--- config.mk ---
export PLATFORM = sky130hd
export DESIGN_NAME = matrix_op_sequencer
export DESIGN_NICKNAME = d
export VERILOG_FILES = /design/src/rtl/matrix_op_sequencer.sv
export SDC_FILE = /design/constraint.sdc
export NUM_CORES = 2
export LEC_CHECK = 0
export BUFFER_PORTS_ARGS = -buffer_cell sky130_fd_sc_hd__buf_2
export CAP_MARGIN = 10
export CORE_AREA = 2 2 505 507
export CTS_CLUSTER_SIZE = 28
export DETAILED_ROUTE_END_ITERATION = 7
export DIE_AREA = 0 0 507 509
export GPL_ROUTABILITY_DRIVEN = 0
export PLACE_DENSITY = 0.3
export REMOVE_ABC_BUFFERS = 1
export SLEW_MARGIN = 20
export SYNTH_ARGS = -nofsm -noshare
export SYNTH_HDL_FRONTEND = slang
export SYNTH_SLANG_ARGS = --single-unit
--- constraint.sdc ---
create_clock -name clk -period 2.1 [get_ports clk]
set_clock_uncertainty 0.15 [all_clocks]
set_input_delay 0 -clock clk [delete_from_list [all_inputs] [get_ports clk]]
set_output_delay 0 -clock clk [all_outputs]
set_load 0.01 [all_outputs]
--- src/rtl/matrix_op_sequencer.sv ---
// Sequencer between the 8-row RAM and the matrix ALU: reads operand rows A and B,
// hands them to the ALU, waits (bounded) for the result and writes it back.
// Every output is a flop; output flops load from the next-state decode so each
// value is valid throughout the state it belongs to.
module matrix_op_sequencer #(
  parameter int unsigned DATA_W  = 256,
  parameter int unsigned ADDR_W  = 3,
  parameter int unsigned TIMEOUT = 64
) (
  input  logic              clk,
  input  logic              reset,
  input  logic              start,
  input  logic [ADDR_W-1:0] addr_a,
  input  logic [ADDR_W-1:0] addr_b,
  input  logic [ADDR_W-1:0] addr_dst,
  output logic              busy,
  output logic              done,
  output logic              err,
  output logic [ADDR_W-1:0] mem_addr,
  output logic              mem_nEnable,
  output logic              mem_ReadWrite,
  output logic [DATA_W-1:0] mem_wdata,
  output logic              mem_wdata_oe,
  input  logic [DATA_W-1:0] mem_rdata,
  output logic [DATA_W-1:0] alu_a,
  output logic [DATA_W-1:0] alu_b,
  output logic              alu_valid,
  input  logic              alu_done,
  input  logic [DATA_W-1:0] alu_result
);

  // Counter only has to reach TIMEOUT-1, so $clog2(TIMEOUT) bits never wrap.
  localparam int unsigned CntW = (TIMEOUT > 2) ? $clog2(TIMEOUT) : 1;
  localparam logic [CntW-1:0] CntLast = CntW'(TIMEOUT - 1);

  typedef enum logic [3:0] {
    StIdle,
    StRdA,
    StRdB,
    StLatB,
    StExec,
    StWait,
    StWrC,
    StDone,
    StErr
  } state_e;

  state_e state_q, state_d;

  logic [ADDR_W-1:0] addr_a_q, addr_a_d;
  logic [ADDR_W-1:0] addr_b_q, addr_b_d;
  logic [ADDR_W-1:0] addr_dst_q, addr_dst_d;
  logic [CntW-1:0]   cnt_q, cnt_d;

  logic [ADDR_W-1:0] mem_addr_q, mem_addr_d;
  logic              mem_nen_q, mem_nen_d;
  logic              mem_rw_q, mem_rw_d;
  logic              mem_oe_q, mem_oe_d;
  logic [DATA_W-1:0] mem_wdata_q, mem_wdata_d;
  logic [DATA_W-1:0] alu_a_q, alu_a_d;
  logic [DATA_W-1:0] alu_b_q, alu_b_d;
  logic              alu_valid_q, alu_valid_d;
  logic              busy_q, busy_d;
  logic              done_q, done_d;
  logic              err_q, err_d;

  logic accept;
  assign accept = (state_q == StIdle) && start;

  // Next-state, timeout counter and operand/address capture.
  always_comb begin
    state_d     = state_q;
    cnt_d       = cnt_q;
    addr_a_d    = addr_a_q;
    addr_b_d    = addr_b_q;
    addr_dst_d  = addr_dst_q;
    mem_wdata_d = mem_wdata_q;
    alu_a_d     = alu_a_q;
    alu_b_d     = alu_b_q;

    unique case (state_q)
      StIdle: begin
        if (accept) begin
          addr_a_d   = addr_a;
          addr_b_d   = addr_b;
          addr_dst_d = addr_dst;
          state_d    = StRdA;
        end
      end
      StRdA: state_d = StRdB;
      StRdB: begin
        // Row A, requested in RD_A, is on the bus this cycle.
        alu_a_d = mem_rdata;
        state_d = StLatB;
      end
      StLatB: begin
        alu_b_d = mem_rdata;
        state_d = StExec;
      end
      StExec: begin
        cnt_d   = '0;
        state_d = StWait;
      end
      StWait: begin
        // A result arriving on the last allowed cycle still wins over the timeout.
        if (alu_done) begin
          mem_wdata_d = alu_result;
          state_d     = StWrC;
        end else if (cnt_q == CntLast) begin
          state_d = StErr;
        end else begin
          cnt_d = cnt_q + 1'b1;
        end
      end
      StWrC:   state_d = StDone;
      StDone:  state_d = StIdle;
      StErr:   state_d = StIdle;
      default: state_d = StIdle;
    endcase
  end

  // Output decode for the state being entered; loaded into the output flops.
  always_comb begin
    mem_addr_d  = mem_addr_q;
    mem_nen_d   = 1'b1;
    mem_rw_d    = 1'b1;
    mem_oe_d    = 1'b0;
    alu_valid_d = 1'b0;
    busy_d      = (state_d != StIdle);
    done_d      = (state_d == StDone);
    err_d       = (state_d == StErr);

    unique case (state_d)
      StRdA: begin
        mem_addr_d = addr_a_d;
        mem_nen_d  = 1'b0;
      end
      StRdB: begin
        mem_addr_d = addr_b_d;
        mem_nen_d  = 1'b0;
      end
      StExec: alu_valid_d = 1'b1;
      StWrC: begin
        mem_addr_d = addr_dst_d;
        mem_nen_d  = 1'b0;
        mem_rw_d   = 1'b0;
        mem_oe_d   = 1'b1;
      end
      default: ;
    endcase
  end

  // State, capture and output registers with synchronous active-low reset.
  always_ff @(posedge clk) begin
    if (!reset) begin
      state_q     <= StIdle;
      cnt_q       <= '0;
      addr_a_q    <= '0;
      addr_b_q    <= '0;
      addr_dst_q  <= '0;
      mem_addr_q  <= '0;
      mem_nen_q   <= 1'b1;
      mem_rw_q    <= 1'b1;
      mem_oe_q    <= 1'b0;
      mem_wdata_q <= '0;
      alu_a_q     <= '0;
      alu_b_q     <= '0;
      alu_valid_q <= 1'b0;
      busy_q      <= 1'b0;
      done_q      <= 1'b0;
      err_q       <= 1'b0;
    end else begin
      state_q     <= state_d;
      cnt_q       <= cnt_d;
      addr_a_q    <= addr_a_d;
      addr_b_q    <= addr_b_d;
      addr_dst_q  <= addr_dst_d;
      mem_addr_q  <= mem_addr_d;
      mem_nen_q   <= mem_nen_d;
      mem_rw_q    <= mem_rw_d;
      mem_oe_q    <= mem_oe_d;
      mem_wdata_q <= mem_wdata_d;
      alu_a_q     <= alu_a_d;
      alu_b_q     <= alu_b_d;
      alu_valid_q <= alu_valid_d;
      busy_q      <= busy_d;
      done_q      <= done_d;
      err_q       <= err_d;
    end
  end

  assign busy          = busy_q;
  assign done          = done_q;
  assign err           = err_q;
  assign mem_addr      = mem_addr_q;
  assign mem_nEnable   = mem_nen_q;
  assign mem_ReadWrite = mem_rw_q;
  assign mem_wdata     = mem_wdata_q;
  assign mem_wdata_oe  = mem_oe_q;
  assign alu_a         = alu_a_q;
  assign alu_b         = alu_b_q;
  assign alu_valid     = alu_valid_q;

endmodule

== Word-level counts from Yosys, hierarchy flattened ==
Index checks and enable logic that the tools add are counted.
Widths: inputs -> output; s select.
Storage, ports and cells
  input bits: 525
  word-level logic and storage cells: 58
  register bits after elaboration: 797
Operators by class
  mux-type cells: 18
  reductions and logical operators: 8
  add/sub/neg operators: 1
  eq/ne operators: 15
Operators by type and width (count)
  $pmux 4 s7: 1
  $eq 4x3->1 const B: 6
  $mux 3: 6
  $eq 4x2->1 const B: 3
  $mux 4: 3
  $mux 6: 2
  $pmux 6 s2: 1
  $pmux 3 s3: 1
  $eq 4x1->1 const B: 2
  $add 6x1->6 const B: 1
  $eq 6x6->1 const B: 1
  $eq 4x4->1 const B: 1
  $logic_not 4->1: 1
  $mux 1: 4
  $ne 2x2->1 const B: 2
  $reduce_bool 4->1: 1
  $reduce_and 3->1: 1
  $reduce_bool 3->1: 1
  $reduce_or 3->1: 1
  $reduce_and 2->1: 1
  $reduce_bool 2->1: 1
  $logic_and 1x1->1: 1

== Longest topological paths before layout ==
  depth after elaboration: 7
  depth in mapped cells: 8
  mapped depth without buffers: 5

== Least setup slack after synthesis ==
Ideal clock, no wire load.
  path type: register to register
  start: register state_q[1]
  end: register cnt_q[5]
  data required time: 1.879 ns
  buffers on the path: 1
  data arrival time: 1.738 ns
  library setup time: 0.071 ns
  clock period less this slack: 1.959 ns
  path slack: 0.141 ns
  cell stages (with the launch flop): 6
  cells stage by stage: dfxtp_1 buf_6 or3b_1 a221o_1 or4_1 a21oi_1
On the way
  word-level cells in the longest chain between the ends: 3
Ends and longest elaborated chain
  start, declared: RTL line 48  | state_e state_q, state_d;
  start signal, assigned: RTL line 156  | state_q <= StIdle;
  start signal, assigned: RTL line 173  | state_q <= state_d;
  $eq 4x3->1: RTL line 81  | unique case (state_q)
  $ne 2x2->1 (no line) or $reduce_bool 2->1 (tied branches)
  $reduce_and 3->1 (no line)
  end signal, assigned: RTL line 174  | cnt_q <= cnt_d;
  end, declared: RTL line 53  | logic [CntW-1:0] cnt_q, cnt_d;
Parallel ways exist; a longest one is shown, timed or not.
A chain may end at the register's enable or synchronous reset.

== Worst setup path after layout ==
  start: register state_q[3]
  end: register mem_wdata_q[32] (netlist: mem_wdata[32])
On the way
  word-level cells in the longest chain between the ends: 2
Ends and longest elaborated chain
  $eq 4x3->1: RTL line 81
  $reduce_and 2->1 (no line)
  end signal, assigned: RTL line 182  | mem_wdata_q <= mem_wdata_d;
  end, declared: RTL line 59  | logic [DATA_W-1:0] mem_wdata_q, mem_wdata_d;
Every way passes these cells.

==> flow_summary.ini <==
[layout]
fin_cells = 9273
fin_nets = 6321
post-route-util = 0.217
drive_gt1_frac = 0.276
syn2layout_area_growth_pct = 88.5

[synth]
synth_top_family_by_area = simple AND/OR/NAND/NOR gates
synth_simple_gate_area_share = 0.210
synth_commonest_cells = nand2_1 (1557), dfxtp_1 (794), a21boi_0 (763)
synth_top_area_share = 0.547
yosysTopAreaCell = dfxtp_1
synth-async-reset-ratio = 0
yosys-mux-area-fraction = 0.000387
ys_seq_area_frac = 0.547
synth_adder_area_share = 0.000430
synth-seq-cells = 794
syn_avg_cell_area_um2 = 8.39
netlist_area_mm2 = 0.0291
synthFlopType = dfxtp_1
synth_enable_flop_cells = 0
yosysWarnings = 0
synth_compound_gate_area_share = 0.206
yosysUniqueCellTypes = 35
syn_inst = 3466
synthTopCellsByArea = dfxtp_1 (55%), nand2_1 (20%), a21boi_0 (20%)
synthXorXnorAreaFrac = 0
post-synth-top-count-cell = nand2_1

[cts]
h-tree-depth = 3
cts_tree = done
worstSkewPairLatency_ns = 0.77
clk_pin_slew_ns = 0.06
clk_path_buf_depth = 3
cts-buffers-inserted = 109
cts-root-buf = clkbuf_16
cts.sinks = 794

[drt]
routedWlPerCell_um = 21.1
ant_nets = 0
drc = 0
first_pass_iters = 7
vias = 32895
drtIter0Drc = 1409
finalWirelength_um = 196000
vias_per_cell = 3.55

[timing]
setup_viol = 0
max_freq_ghz = 0.503
rsz0062_at_grt = true
slew_violations = 0
min_period_ns = 1.99
hold_slack_ns = 0.0684
period_share = 0.946
finalSetupTns_ns = 0
slew_headroom = 0.581
worst_slack_ns = 0.113
worst_slew_pin_slew_ns = 0.628
hold_viol_final = 0

[critical_path]
required_ns = 2.62
cp_max_fo = 20
ff2ff_setup_slack_ns = 0.11
critPathLaunchType = flop
arrival_ns = 2.50
end_kind = flop
critical_path_class = flop to flop

[global_route]
grt_usage = 0.144
overflow = 0
grt_max_degree = 103
grt_pass1_vias = 33026
grt_pass1_wl_um = 264000
grt_antenna_before_repair = 113

[floorplan]
rows = 185
start_util = 0.115
die_x_um = 507
fp.dieArea_mm2 = 0.258
fp.dieH_um = 509
core-area_mm2 = 0.253
io_pins = 1303

[power_and_ir_drop]
powerDensity_mw_per_mm2 = 769
peakVddDrop_mv = 0.638
leakage_nw = 22.4

[place]
dp.cells = 8001
place_hpwl_um = 152000
pre_cts_ws_ns = 0.0708
portBuffers = 1302

[min_path]
worstHoldPathType = input port to flop

[flow_run]
drv_cap = 0

[status]
status = complete, no violations
## path summary, 6_finish.rpt
kind,cells after the start,endpoint,startpoint
min,4,alu_a[43],mem_rdata[43]
max reg2reg,6,mem_wdata[32],state_q[3]
min reg2reg,2,mem_wdata[202],mem_wdata[202]
max,6,mem_wdata[32],state_q[3]
## metal layers
layer / up-vias / track usage / share of wire
li1: 15887 / - / -
met1: 15480 / 0.182 / 0.44
met2: 1132 / 0.223 / 0.43
met3: 324 / 0.0509 / 0.086
met4: 72 / 0.0553 / 0.038
met5: - / 0 / 0.0023
## cell type report
class,instances,area (um^2)
Inverter,3,11.3
Clock buffer,161,3210
Sequential cell,794,15900
Clock inverter,34,517
Fill cell,28431,198000
Antenna cell,28,70.1
Multi-Input combinational cell,2406,12200
Timing Repair Buffer,2481,18700
Tap cell,3366,4210
## worst max-delay path, stage by stage (launching register included)
cell	delay, ns
dfxtp_1	0.36
and4bb_4	0.40
and2_4	0.24
buf_12	0.20
clkbuf_16	0.24
nand2_1	0.06
a21boi_0	0.16
## logic make-up after synthesis
logic type | after synthesis
adder cells (fa/ha/maj) | 1
AO/OA/AOI/OAI | 802
multiplexers | 1
AND/OR/NAND/NOR | 1602
buffers and inverters | 266
flip-flops | 794
## registers in the layout, summed over array words and instances (netlist names)
signal / cells
addr_b_q: 3
addr_dst_q: 3
alu_a: 256
alu_b: 256
alu_valid: 1
busy: 1
cnt_q: 6
done: 1
err: 1
mem_ReadWrite: 1
mem_addr: 3
mem_nEnable: 1
mem_wdata: 256
mem_wdata_oe: 1
state_q: 4
## metrics by stage
stage	power, mW	instance area [um^2]
2_1_floorplan	18.2	28000
5_1_grt	44.2	54800
4_1_cts	43.1	54500
6_report	42.2	54800
3_5_place_dp	21.2	40400
3_3_place_gp	21.2	40400
## timing repair
action | in CTS | in global routing
gates resized for setup | 0 | 16
endpoints found under the hold margin | 794 | 0
setup buffers | 0 | 4
setup endpoints to repair | 0 | 231
hold buffers | 1041 | 0
## power breakdown
part           switching (mW)  leakage [nW]  internal (mW)
Combinational            3.39          14.2           3.07
Clock                    8.16          1.82           11.5
Sequential              0.351          6.42           15.7
Total                    11.9          22.4           30.3
## cells in the final DEF (no fill, tap or decap), types with 4 or more instances in the layout
cell type	synthesis	routed
buf_4	0	81
a21boi_0	763	762
clkbuf_1	213	23
a21oi_1	4	4
clkinv_2	0	11
a31oi_1	4	4
buf_6	1	4
nand2_1	1557	1556
and3_1	6	6
clkbuf_8	0	29
buf_12	0	43
nor2b_1	4	4
clkbuf_16	0	113
bufinv_16	0	7
diode_2	0	28
dlygate4sd3_1	0	1041
clkinv_16	0	4
dfxtp_1	794	793
or3_1	5	4
nand3_1	8	7
nor2_1	4	4
buf_2	40	1301
o21ai_0	9	9
buf_16	0	5
o31ai_1	5	5
a21boi_1	12	13
No activity file was read; power rests on OpenSTA's default activity.
